==> src/rtl/if_fetch_unit.sv <==
// ---------------------------------------------------------------------------
// if_fetch_unit
//   Instruction fetch stage. Holds the PC, issues read requests to the
//   instruction memory and presents each returned word to the IF/ID register
//   together with its PC + PC_STEP. Handles decode stalls, branch/jump
//   redirects and discarding of stale memory responses.
//
// Ports
//   clk, rst         clock, synchronous active-high reset
//   stall            decode hazard hold
//   branch_taken     redirect to branch_target (wins over jump)
//   jump             redirect to jump_target
//   imem_req/addr    read request and address (current PC)
//   imem_valid/rdata read response
//   inst, adder1     delivered instruction and its PC + PC_STEP
//   flush            one-cycle IF/ID clear on redirect
//   fetch_valid      inst/adder1 are fresh this cycle
// ---------------------------------------------------------------------------
module if_fetch_unit #(
    parameter logic [31:0] RESET_PC = 32'h0000_0000,
    parameter int          PC_STEP  = 4
) (
    input  logic        clk,
    input  logic        rst,
    input  logic        stall,
    input  logic        branch_taken,
    input  logic [31:0] branch_target,
    input  logic        jump,
    input  logic [31:0] jump_target,
    output logic        imem_req,
    output logic [31:0] imem_addr,
    input  logic        imem_valid,
    input  logic [31:0] imem_rdata,
    output logic [31:0] inst,
    output logic [31:0] adder1,
    output logic        flush,
    output logic        fetch_valid
);

    localparam logic [31:0] STEP = 32'(PC_STEP);

    typedef enum logic [1:0] {
        FETCH = 2'd0,
        WAIT  = 2'd1,
        HOLD  = 2'd2,
        DRAIN = 2'd3
    } state_t;

    state_t      state_q, state_d;
    logic [31:0] pc_q, pc_d;
    logic [31:0] inst_q, inst_d;
    logic [31:0] adder1_q, adder1_d;
    logic [31:0] cap_q, cap_d;
    logic        fetch_valid_q, fetch_valid_d;
    logic        flush_q, flush_d;

    logic        redirect;
    logic [31:0] target;
    logic [31:0] pc_next;

    assign redirect = branch_taken | jump;
    assign target   = branch_taken ? branch_target : jump_target;
    assign pc_next  = pc_q + STEP;  // wraps modulo 2^32

    always_comb begin
        state_d       = state_q;
        pc_d          = pc_q;
        inst_d        = inst_q;
        adder1_d      = adder1_q;
        cap_d         = cap_q;
        fetch_valid_d = 1'b0;
        flush_d       = 1'b0;

        if (redirect) begin
            pc_d    = target;
            flush_d = 1'b1;
            // A request still in flight (or a DRAIN not yet satisfied) must
            // have its one response swallowed before fetching the target.
            // A response arriving this very cycle is that response.
            if (state_q != HOLD && !imem_valid) state_d = DRAIN;
            else                                state_d = FETCH;
        end else begin
            unique case (state_q)
                FETCH, WAIT: begin
                    if (imem_valid) begin
                        if (stall) begin
                            cap_d   = imem_rdata;
                            state_d = HOLD;
                        end else begin
                            inst_d        = imem_rdata;
                            adder1_d      = pc_next;
                            fetch_valid_d = 1'b1;
                            pc_d          = pc_next;
                            state_d       = FETCH;
                        end
                    end else begin
                        state_d = WAIT;
                    end
                end
                HOLD: begin
                    if (!stall) begin
                        inst_d        = cap_q;
                        adder1_d      = pc_next;
                        fetch_valid_d = 1'b1;
                        pc_d          = pc_next;
                        state_d       = FETCH;
                    end
                end
                DRAIN: begin
                    if (imem_valid) state_d = FETCH;
                end
                default: state_d = FETCH;
            endcase
        end
    end

    always_ff @(posedge clk) begin
        if (rst) begin
            state_q       <= FETCH;
            pc_q          <= RESET_PC;
            inst_q        <= '0;
            adder1_q      <= '0;
            cap_q         <= '0;
            fetch_valid_q <= 1'b0;
            flush_q       <= 1'b0;
        end else begin
            state_q       <= state_d;
            pc_q          <= pc_d;
            inst_q        <= inst_d;
            adder1_q      <= adder1_d;
            cap_q         <= cap_d;
            fetch_valid_q <= fetch_valid_d;
            flush_q       <= flush_d;
        end
    end

    // Request is suppressed while reset is held so the first request is seen
    // in the first cycle after reset deasserts.
    assign imem_req    = !rst && (state_q == FETCH || state_q == WAIT);
    assign imem_addr   = pc_q;
    assign inst        = inst_q;
    assign adder1      = adder1_q;
    assign flush       = flush_q;
    assign fetch_valid = fetch_valid_q;

endmodule

==> config.mk <==
export PLATFORM = sky130hd
export DESIGN_NAME = if_fetch_unit
export DESIGN_NICKNAME = d
export VERILOG_FILES = /design/src/rtl/if_fetch_unit.sv
export SDC_FILE = /design/constraint.sdc
export NUM_CORES = 1
export LEC_CHECK = 0
export ABC_AREA = 1
export BUFFER_PORTS_ARGS = -buffer_cell sky130_fd_sc_hd__clkbuf_2
export CAP_MARGIN = 10
export CORE_MARGIN = 2
export CORE_UTILIZATION = 55
export DETAILED_ROUTE_END_ITERATION = 12
export PLACE_DENSITY = 0.81
export SYNTH_ARGS = -nofsm -noshare
export SYNTH_HDL_FRONTEND = slang
export SYNTH_SLANG_ARGS = --single-unit
==> constraint.sdc <==
create_clock -name clk -period 2.39 [get_ports clk]
set_input_delay 0.3585 -clock clk [delete_from_list [all_inputs] [get_ports clk]]
set_output_delay 0.3585 -clock clk [all_outputs]
set_load 0.005 [all_outputs]
==> results of run 1 <==
-- power groups by stage --
stage,Clock (mW),Sequential [mW],Combinational (mW)
2_1_floorplan,0,2.45,0.409
3_3_place_gp,0,2.47,0.674
3_5_place_dp,0,2.47,0.684
4_1_cts,2.52,2.43,0.692
5_1_grt,2.64,2.45,0.775
6_report,2.50,2.43,0.691
-- registers in the layout (all words and copies together), names as in the netlist --
signal	cells
adder1	32
cap_q	32
imem_addr	32
flush	1
state_q	2
fetch_valid	1
inst	32
-- critical path, stage by stage (launching register included) --
cell,delay [ns]
dfxtp_1,0.42
ha_1,0.28
nand2_2,0.07
nor2_2,0.22
nand2_1,0.14
nor2_2,0.22
xor2_1,0.27
nand2_1,0.08
nand3_1,0.08
nand2_1,0.06
inv_1,0.04
-- routing by layer --
metal / track usage [%] / part of all wire [%]
met1: 37.7 / 42
met2: 46.6 / 46
met3: 8.11 / 8.6
met4: 12.8 / 3.1
met5: 0 / 0
-- worst max-delay path by stage --
stage                                      end  slack [ns]  cells after the start
floorplan              adder1[28]$_SDFFE_PP0P_        0.87                     10
global placement       adder1[18]$_SDFFE_PP0P_        0.31                     10
detailed placement     adder1[18]$_SDFFE_PP0P_        0.28                     10
CTS                 imem_addr[16]$_SDFFE_PP0P_        0.48                     10
global route        imem_addr[20]$_SDFFE_PP0P_        0.25                     10
finish              imem_addr[16]$_SDFFE_PP0P_        0.46                     10
-- area by class of cell --
cell class	instances	area [um^2]	share of cell area, %
multi-input combinational	635	3130	39.3
sequential	132	2640	33.2
timing repair buffer	211	1120	14.1
clock buffer	24	502	6.30
inverter	81	309	3.88
tap	143	179	2.25
clock inverter	8	73.8	0.928
-- stage by stage --
stage / cell area [um^2] / utilization, % / cells / worst slack, ns
2_1_floorplan: 6370 / - / 902 / 0.869
3_3_place_gp: 7380 / 64.9 / 1202 / 0.308
3_5_place_dp: 7380 / 64.9 / 1202 / 0.279
4_1_cts: 7960 / 70.0 / 1234 / 0.475
5_1_grt: 7960 / 70.0 / 1234 / 0.250
6_report: 7960 / 70.0 / 1234 / 0.462
-- kinds of logic (layout without fill, tap and decap cells) --
group           after synthesis  in the layout  synth area share [%]
flops                       132            132                  41.5
fa+ha+maj                     1              1                 0.196
mux                           3              3                 0.471
compound gates              208            208                  18.8
xor+xnor                     13             13                  2.02
simple gates                410            410                  27.6
buf+inv                     135            324                  9.39
-- layout by cell type, fill, tap and decap left out, types with 17 or more instances in the layout --
cell       count
dfxtp_1      132
nand3_1       46
clkbuf_2     200
a31oi_1       33
o211ai_1      23
o21ai_0       88
nand2_1      192
inv_1         73
clkbuf_16     17
a21oi_1       27
o22ai_1       18
nor2_1       135
==> out/results.txt, run 1 <==
PD cells: 707 nW/um^2
Syn avg cell area: 7.06 um^2
Setup_tns: 0 ns
Post-synth EDFFs: 0
Die Wd: 112 um
Clk sinks: 132
Drt via density: 5.34
Gr ovfl total: 0
Number of synthesized register bits: 132
R2r endpoint: imem_addr[16]$_SDFFE_PP0P_
Clock share of power: 44.5%
Clk slew on worst S/H paths: 0.06 ns
Clock Latency Late Sink: 0.42 ns
Synth top area cells: dfxtp_1, nand2_1, nor2_1
H-tree levels: 4
DR pass1 iterations: 5
Die ar.: 12500 um^2
Hpwl dp: 12800 um
Ports: 201
Bufs on Longest Clock Path: 2
ANT nets after route: 0
Peak VDD IR: 0.505 mV
P_int: 4.17 mW
Top-area cell type share of the netlist area: 41.5%
Fmax: 0.519 GHz
Critical-path maximum fanout: 4
Yosys top cell by area: dfxtp_1
Initial Util: 56.0%
Seq/Total Area, Yosys: 41.5%
Worst setup path startpoint: imem_addr[3]$_SDFFE_PP0P_
Post-layout nets: 1181
CTS resizes: 0
Number of max-cap violations: 0
Layout cells sized above 1: 25.7%
Syn-to-layout area delta: 24.9%
Sequential fraction of design power: 43.2%
Reg2reg start: imem_addr[3]$_SDFFE_PP0P_
CP Capture Type: register
Max Clock Skew: 0.00485 ns
WL final: 18200 um
Fill count: 999
Slew HR: 26.4%
# setup viols final: 0
Hold Path Cell Cnt: 2
Synth Instances: 902
Num CTS Buffers: 17
Sw Share: 25.9%
Hold/Removal Path Class: in -> reg
Ys flop type: dfxtp_1
Slew Viols, Final: 0
Startpoint types: register
Post-CTS setup buffer count: 0
Syn Std Cell Area: 6370 um^2
Synthesized Nets: 1005
Ant diodes: 0
Floorplan core area: 11400 um^2
Hold Vio Cnt, Final: 0
CTS tree: yes
I/O Buffers: 200
Via count: 6594
Drt drc: 0
Logic pwr share: 12.3%
First DRT Iteration DRCs: 472
Hold_ws: 0.164 ns
Net Sw Power: 1.45 mW
YS warnings: 0
Hold-fix buffer count after cts: 0
Most common cell in the synthesized netlist: nand2_1
RSZ-0062 raised after global routing: false
Wire per inst: 14.7 um
Final period utilization: 80.7%
Most instantiated cells after synthesis: nand2_1, nor2_1, dfxtp_1, o21ai_0, inv_1
Hold_sp: imem_valid
R2R setup slack: 0.46 ns
Synth cell types: 41
Critical path class: reg -> reg
Die height: 112 um
Asr flop ratio synth: 0%
CP required: 2.76 ns
Cell row count: 39
Least-Margin Pin Slew: 1.10 ns
Largest net degree at the start of global routing: 67
All-Layer GR Usage: 29.4%
Final Power: 5.63 mW
Root buffer cell: clkbuf_16
GPL Wtd Cong: 0.888
Worst EP arrival: 2.29 ns
Lkg Pwr: 3.79 nW
Worst Hold End: state_q[0]$_SDFFE_PP0P_
Vias in the first global route: 6044
Status: finished, final reports clean
First-pass GRT wire length: 29700 um
Reg2Reg Depth: 10
Initial antenna violation count: 0
Tmin final: 1.93 ns
No activity file was read; power rests on OpenSTA's default activity.
==> run 2, diff against run 1 <==
--- a/config.mk
+++ b/config.mk
@@ -5,13 +5,13 @@
 export SDC_FILE = /design/constraint.sdc
 export NUM_CORES = 1
 export LEC_CHECK = 0
-export ABC_AREA = 1
+export ABC_AREA = 0
 export BUFFER_PORTS_ARGS = -buffer_cell sky130_fd_sc_hd__clkbuf_2
 export CAP_MARGIN = 10
 export CORE_MARGIN = 2
-export CORE_UTILIZATION = 55
+export CORE_UTILIZATION = 51
 export DETAILED_ROUTE_END_ITERATION = 12
-export PLACE_DENSITY = 0.81
+export PLACE_DENSITY = 0.76
 export SYNTH_ARGS = -nofsm -noshare
 export SYNTH_HDL_FRONTEND = slang
 export SYNTH_SLANG_ARGS = --single-unit
==> constraint.sdc (replaced) <==
create_clock -name clk -period 2 [get_ports clk]
set_input_delay 0.3 -clock clk [delete_from_list [all_inputs] [get_ports clk]]
set_output_delay 0.3 -clock clk [all_outputs]
set_load 0.005 [all_outputs]
==> run 2 against run 1 <==
Effect of this change: total power rose by 25%; final area rose by 6.5%; sequential share of layout area fell by 2.0 points; largest power group unchanged; synthesized cell count fell by 13%; fmax fell by 0.40%; wire length rose by 7.4%; clock skew rose by 0.0036 ns; die area rose by 6.6%; via count rose by 1.8%; sequential cell count did not move; combinational power rose by 51%; setup slack got worse by 0.40 ns.
==> out/results.txt, run 2 <==
Root buffer cell: clkbuf_16
Die ar.: 13300 um^2
YS warnings: 0
I/O Buffers: 200
Worst path slowest cell: or4_1
Storage element area: 2640 um^2
All-Layer GR Usage: 29.3%
PD cells: 827 nW/um^2
Most common cell in the synthesized netlist: dfxtp_1
Synth cell types: 58
Drt via density: 5.69
Ports: 201
Most common cell after layout, fill and taps aside: clkbuf_2
Via count: 6711
Crit path buffers/inverters: 0
Gr ovfl total: 0
Most instantiated cells after synthesis: dfxtp_1, nand2_1, a21oi_1, nor2_1, clkbuf_1
Layout Cells excl Fill: 1179
Hold/Removal Path Class: in -> reg
Hold Vio Cnt, Final: 0
CP max stage delay: 0.48 ns
Hold-fix buffer count after cts: 0
Final Power: 7.01 mW
Final period utilization: 96.8%
Die Wd: 115 um
Least-Margin Pin Slew: 0.760 ns
Status: finished, final reports clean
Initial Util: 52.3%
Hold_ws: 0.114 ns
Cell row count: 40
Synth top area cells: dfxtp_1, a21oi_1, mux2i_1
Hpwl dp: 13500 um
Synth Instances: 783
Syn-to-layout area delta: 34.3%
Crit-path cells: and4_1 > nand4_4 > or4_4 > or4_1 > a31oi_1
Reg2reg start: imem_addr[7]$_SDFFE_PP0P_
First-pass GRT wire length: 30600 um
Clock Latency Late Sink: 0.42 ns
Clk slew on worst S/H paths: 0.05 ns
Reg2Reg Depth: 5
Floorplan core area: 12100 um^2
Seq/Total Area, Yosys: 41.9%
# setup viols final: 0
Fmax: 0.517 GHz
Top-area cell type share of the netlist area: 41.9%
Core Util, Final: 70.3%
Most frequent cells in the layout: clkbuf_2, dfxtp_1, nand2_1
CP Capture Type: register
CTS tree: yes
Placed Cells incl. Taps: 1147
Peak VDD IR: 0.473 mV
Largest net degree at the start of global routing: 116
First DRT Iteration DRCs: 639
Worst EP arrival: 2.28 ns
Worst Hold End: cap_q[7]$_SDFFE_PP0P_
R2R setup slack: 0.06 ns
Initial antenna violation count: 1
WL final: 19500 um
H-tree levels: 4
Die height: 115 um
R2r endpoint: imem_addr[23]$_SDFFE_PP0P_
Yosys top cell by area: dfxtp_1
Clk sinks: 132
Vias in the first global route: 6044
DR pass1 iterations: 6
Wire per inst: 16.6 um
Drt drc: 0
Hold_sp: imem_rdata[7]
Startpoint types: register
Area occupied by multi-input gates: 3390 um^2
Ys flop type: dfxtp_1
Layout cells sized above 1: 30.6%
Num CTS Buffers: 17
CP required: 2.34 ns
Lkg Pwr: 3.67 nW
Bufs on Longest Clock Path: 2
Slew HR: 49.2%
Critical-path maximum fanout: 3
Critical path class: reg -> reg
Max Clock Skew: 0.00842 ns
Number of max-cap violations: 0
GPL Wtd Cong: 0.923
Setup_tns: 0 ns
ANT nets after route: 0
Slew Viols, Final: 0
Ant diodes: 0
Post-layout nets: 1102
Syn Std Cell Area: 6310 um^2
Post-synth EDFFs: 0
Syn avg cell area: 8.06 um^2
Tmin final: 1.94 ns
Asr flop ratio synth: 0%
Hold Path Cell Cnt: 3
Number of synthesized register bits: 132
Fill count: 1022
Synthesized Nets: 886
Top delay family on crit path: simple AND/OR/NAND/NOR gates
run 2: worst max-delay path by stage:
stage,from,endpoint,slack (ns),depth (start not counted)
floorplan,imem_addr[4]$_SDFFE_PP0P_,imem_addr[23]$_SDFFE_PP0P_,0.007,7
global placement,imem_addr[12]$_SDFFE_PP0P_,imem_addr[22]$_SDFFE_PP0P_,0.02,5
detailed placement,imem_addr[13]$_SDFFE_PP0P_,imem_addr[22]$_SDFFE_PP0P_,0.03,5
CTS,imem_addr[2]$_SDFFE_PP0P_,imem_addr[24]$_SDFFE_PP0P_,0.01,7
global route,imem_addr[2]$_SDFFE_PP0P_,imem_addr[28]$_SDFFE_PP0P_,-0.002,7
finish,imem_addr[7]$_SDFFE_PP0P_,imem_addr[23]$_SDFFE_PP0P_,0.06,5
run 2: cells by family after synthesis:
group           count (synthesis)  synth area share, %
simple gates                  272                 19.7
compound gates                232                 23.2
flops                         132                 41.9
buf+inv                        80                 5.11
mux                            40                 6.34
xor+xnor                       26                 3.61
fa+ha+maj                       1                0.198
run 2: what timing repair did:
item | in CTS | in global routing
setup endpoints to repair | 2 | 17
buffers inserted | 0 | 1
resized for setup | 1 | 8
pin swaps | 0 | 1
endpoints found under the hold margin | 0 | 0
run 2: power breakdown:
group / internal (mW) / switching [mW]
Sequential: 2.76 / 0.0879
Combinational: 0.469 / 0.569
Clock: 2.01 / 1.12
Total: 5.24 / 1.77
run 2: area by class of cell:
type	instances	share of cell area [%]
clock buffer	22	5.47
clock inverter	9	1.51
inverter	13	0.575
multi-input combinational	571	40.0
sequential	132	31.2
tap	168	2.48
timing repair buffer	264	18.8
run 2: metrics by stage:
stage	setup slack [ns]	cell area, um^2
after floorplan	0.00672	6320
after global placement	0.0193	7860
after detailed placement	0.0272	7860
after CTS	0.0143	8450
after global routing	-0.00216	8480
final	0.0647	8480
run 2: worst min-delay path, delay by kind of cell:
kind / cells / cell delay (ns)
and+or+nand+nor: 1 / 0.05
AOI/OAI and AO/OA: 1 / 0.05
buffers and inverters: 1 / 0.09
run 2: layer usage:
layer | vias up | GRT usage [%] | part of all wire [%]
li1 | 3253 | - | -
met4 | 0 | 14.9 | 3.9
met3 | 76 | 6.59 | 8.8
met2 | 339 | 45.0 | 45
met5 | - | 0 | 0
met1 | 3043 | 38.7 | 42
==> run 3, diff against run 2 <==
--- a/config.mk
+++ b/config.mk
@@ -8,10 +8,12 @@
 export ABC_AREA = 0
 export BUFFER_PORTS_ARGS = -buffer_cell sky130_fd_sc_hd__clkbuf_2
 export CAP_MARGIN = 10
+export CORE_ASPECT_RATIO = 0.75
 export CORE_MARGIN = 2
-export CORE_UTILIZATION = 51
+export CORE_UTILIZATION = 47
+export CTS_BUF_LIST = sky130_fd_sc_hd__clkbuf_2 sky130_fd_sc_hd__clkbuf_4 sky130_fd_sc_hd__clkbuf_8
 export DETAILED_ROUTE_END_ITERATION = 12
-export PLACE_DENSITY = 0.76
+export PLACE_DENSITY = 0.71
 export SYNTH_ARGS = -nofsm -noshare
 export SYNTH_HDL_FRONTEND = slang
 export SYNTH_SLANG_ARGS = --single-unit
==> run 3 against run 2 <==
Effect of this change: core utilization down 7.5 points; highest routed layer unchanged; largest power group is now sequential cells; worst hold slack worse by 0.022 ns; critical endpoint unchanged; final area down 3.2%; critical path type unchanged; via count down 2.5%; die area up 8.3%.
==> out/results.txt, run 3 (synthesis gave the netlist of run 2 again) <==
Cell row count: 36
Ports: 201
Post-layout nets: 1101
CTS tree: yes
DR pass1 iterations: 5
Drt via density: 5.53
Hold/Removal Path Class: in -> reg
ANT nets after route: 0
Final period utilization: 97.8%
Initial antenna violation count: 0
CP Capture Type: register
Most common cell after layout, fill and taps aside: clkbuf_2
H-tree levels: 4
Initial Util: 48.3%
R2R setup slack: 0.04 ns
Startpoint types: register
GPL Wtd Cong: 0.961
Status: finished, final reports clean
Hold_sp: imem_rdata[18]
Root buffer cell: clkbuf_8
Placed Cells incl. Taps: 1149
Gr ovfl total: 0
Hold Path Cell Cnt: 3
Worst Hold End: cap_q[18]$_SDFFE_PP0P_
R2r endpoint: imem_addr[23]$_SDFFE_PP0P_
All-Layer GR Usage: 26.7%
Tmin final: 1.96 ns
Core Util, Final: 62.8%
Num CTS Buffers: 17
Syn-to-layout area delta: 30.0%
Worst EP arrival: 2.33 ns
Reg2Reg Depth: 5
Slew Viols, Final: 0
First DRT Iteration DRCs: 524
Reg2reg start: imem_addr[13]$_SDFFE_PP0P_
Fill count: 1196
Bufs on Longest Clock Path: 2
CP required: 2.37 ns
PD cells: 743 nW/um^2
Die ar.: 14400 um^2
Peak VDD IR: 0.433 mV
WL final: 19500 um
Die Wd: 138 um
Most frequent cells in the layout: clkbuf_2, dfxtp_1, nand2_1
Die height: 104 um
Clock Latency Late Sink: 0.44 ns
Layout cells sized above 1: 30.6%
Floorplan core area: 13100 um^2
Lkg Pwr: 3.54 nW
Largest net degree at the start of global routing: 116
Clk slew on worst S/H paths: 0.10 ns
Max Clock Skew: 0.0233 ns
Via count: 6541
# setup viols final: 0
Ant diodes: 0
Slew HR: 54.3%
First-pass GRT wire length: 30300 um
Number of max-cap violations: 0
Vias in the first global route: 5888
Critical path class: reg -> reg
I/O Buffers: 200
Least-Margin Pin Slew: 0.686 ns
Hpwl dp: 13900 um
Hold Vio Cnt, Final: 0
Drt drc: 0
Critical-path maximum fanout: 4
Clk sinks: 132
Fmax: 0.511 GHz
Wire per inst: 16.5 um
Layout Cells excl Fill: 1182
run 3: changes by cell type in the layout (fill, tap and decap cells not counted), moves of 2 or more:
cell and delta:
clkbuf_8 +15, inv_8 +2, buf_4 +3, bufinv_16 -2, clkbuf_1 -3, buf_12 -4
nor3_1 +2, nor3_2 -2, clkbuf_16 -17, clkinvlp_4 +5, inv_6 +5, clkinv_2 -4
run 3: critical path, cell delays in order (launching register included):
cell	delay [ns]
dfxtp_1	0.36
and4_2	0.32
nand4_4	0.14
or4_4	0.44
or4_1	0.47
a31oi_1	0.16
run 3: layout make-up:
cell class	instances	area, um^2	share of cell area, %
clock buffer	18	241	2.94
clock inverter	14	143	1.74
inverter	13	48.8	0.595
multi-input combinational	571	3380	41.1
sequential	132	2640	32.2
tap	171	214	2.61
timing repair buffer	263	1540	18.8
run 3: worst max path at each step:
stage	startpoint	to	slack [ns]
after floorplan	imem_addr[4]$_SDFFE_PP0P_	imem_addr[23]$_SDFFE_PP0P_	0.007
after global placement	imem_addr[17]$_SDFFE_PP0P_	imem_addr[28]$_SDFFE_PP0P_	0.004
after detailed placement	jump	cap_q[4]$_SDFFE_PP0P_	0.04
after CTS	imem_addr[17]$_SDFFE_PP0P_	imem_addr[28]$_SDFFE_PP0P_	0.03
after global routing	imem_addr[13]$_SDFFE_PP0P_	imem_addr[23]$_SDFFE_PP0P_	-0.03
final	imem_addr[13]$_SDFFE_PP0P_	imem_addr[23]$_SDFFE_PP0P_	0.04
run 3: per-stage QoR:
| step | TNS [ns] | setup slack [ns] | power, mW | hold WS (ns) | cell area [um^2] |
|---|---|---|---|---|---|
| final | 0 | 0.0435 | 6.10 | 0.0917 | 8210 |
| after floorplan | 0 | 0.00672 | 3.43 | 0.376 | 6320 |
| after global routing | -0.0260 | -0.0260 | 6.39 | 0.0709 | 8210 |
| after CTS | 0 | 0.0324 | 6.12 | 0.0696 | 8190 |
| after global placement | 0 | 0.00397 | 3.90 | 0.441 | 7800 |
| after detailed placement | 0 | 0.0364 | 3.91 | 0.446 | 7800 |
run 3: what timing repair did:
action                                  in CTS  in global routing
resized for setup                            0                  6
endpoints found under the setup margin       0                 10
setup buffers                                0                  1
hold buffers                                 0                  0
hold endpoints to repair                     0                  0
run 3: report_power, final:
part           switching, mW  leakage [nW]  internal (mW)  total [mW]
combinational          0.559          2.28          0.457        1.02
clock                   1.20         0.181           1.04        2.24
sequential            0.0903          1.08           2.75        2.84
run 3: routing by layer:
metal / vias up / global-route usage, % / share of wire (%)
li1: 3254 / - / -
met1: 3012 / 38.8 / 47
met2: 260 / 40.2 / 44
met3: 15 / 6.97 / 8.4
met4: 0 / 4.74 / 0.90
met5: - / 0 / 0
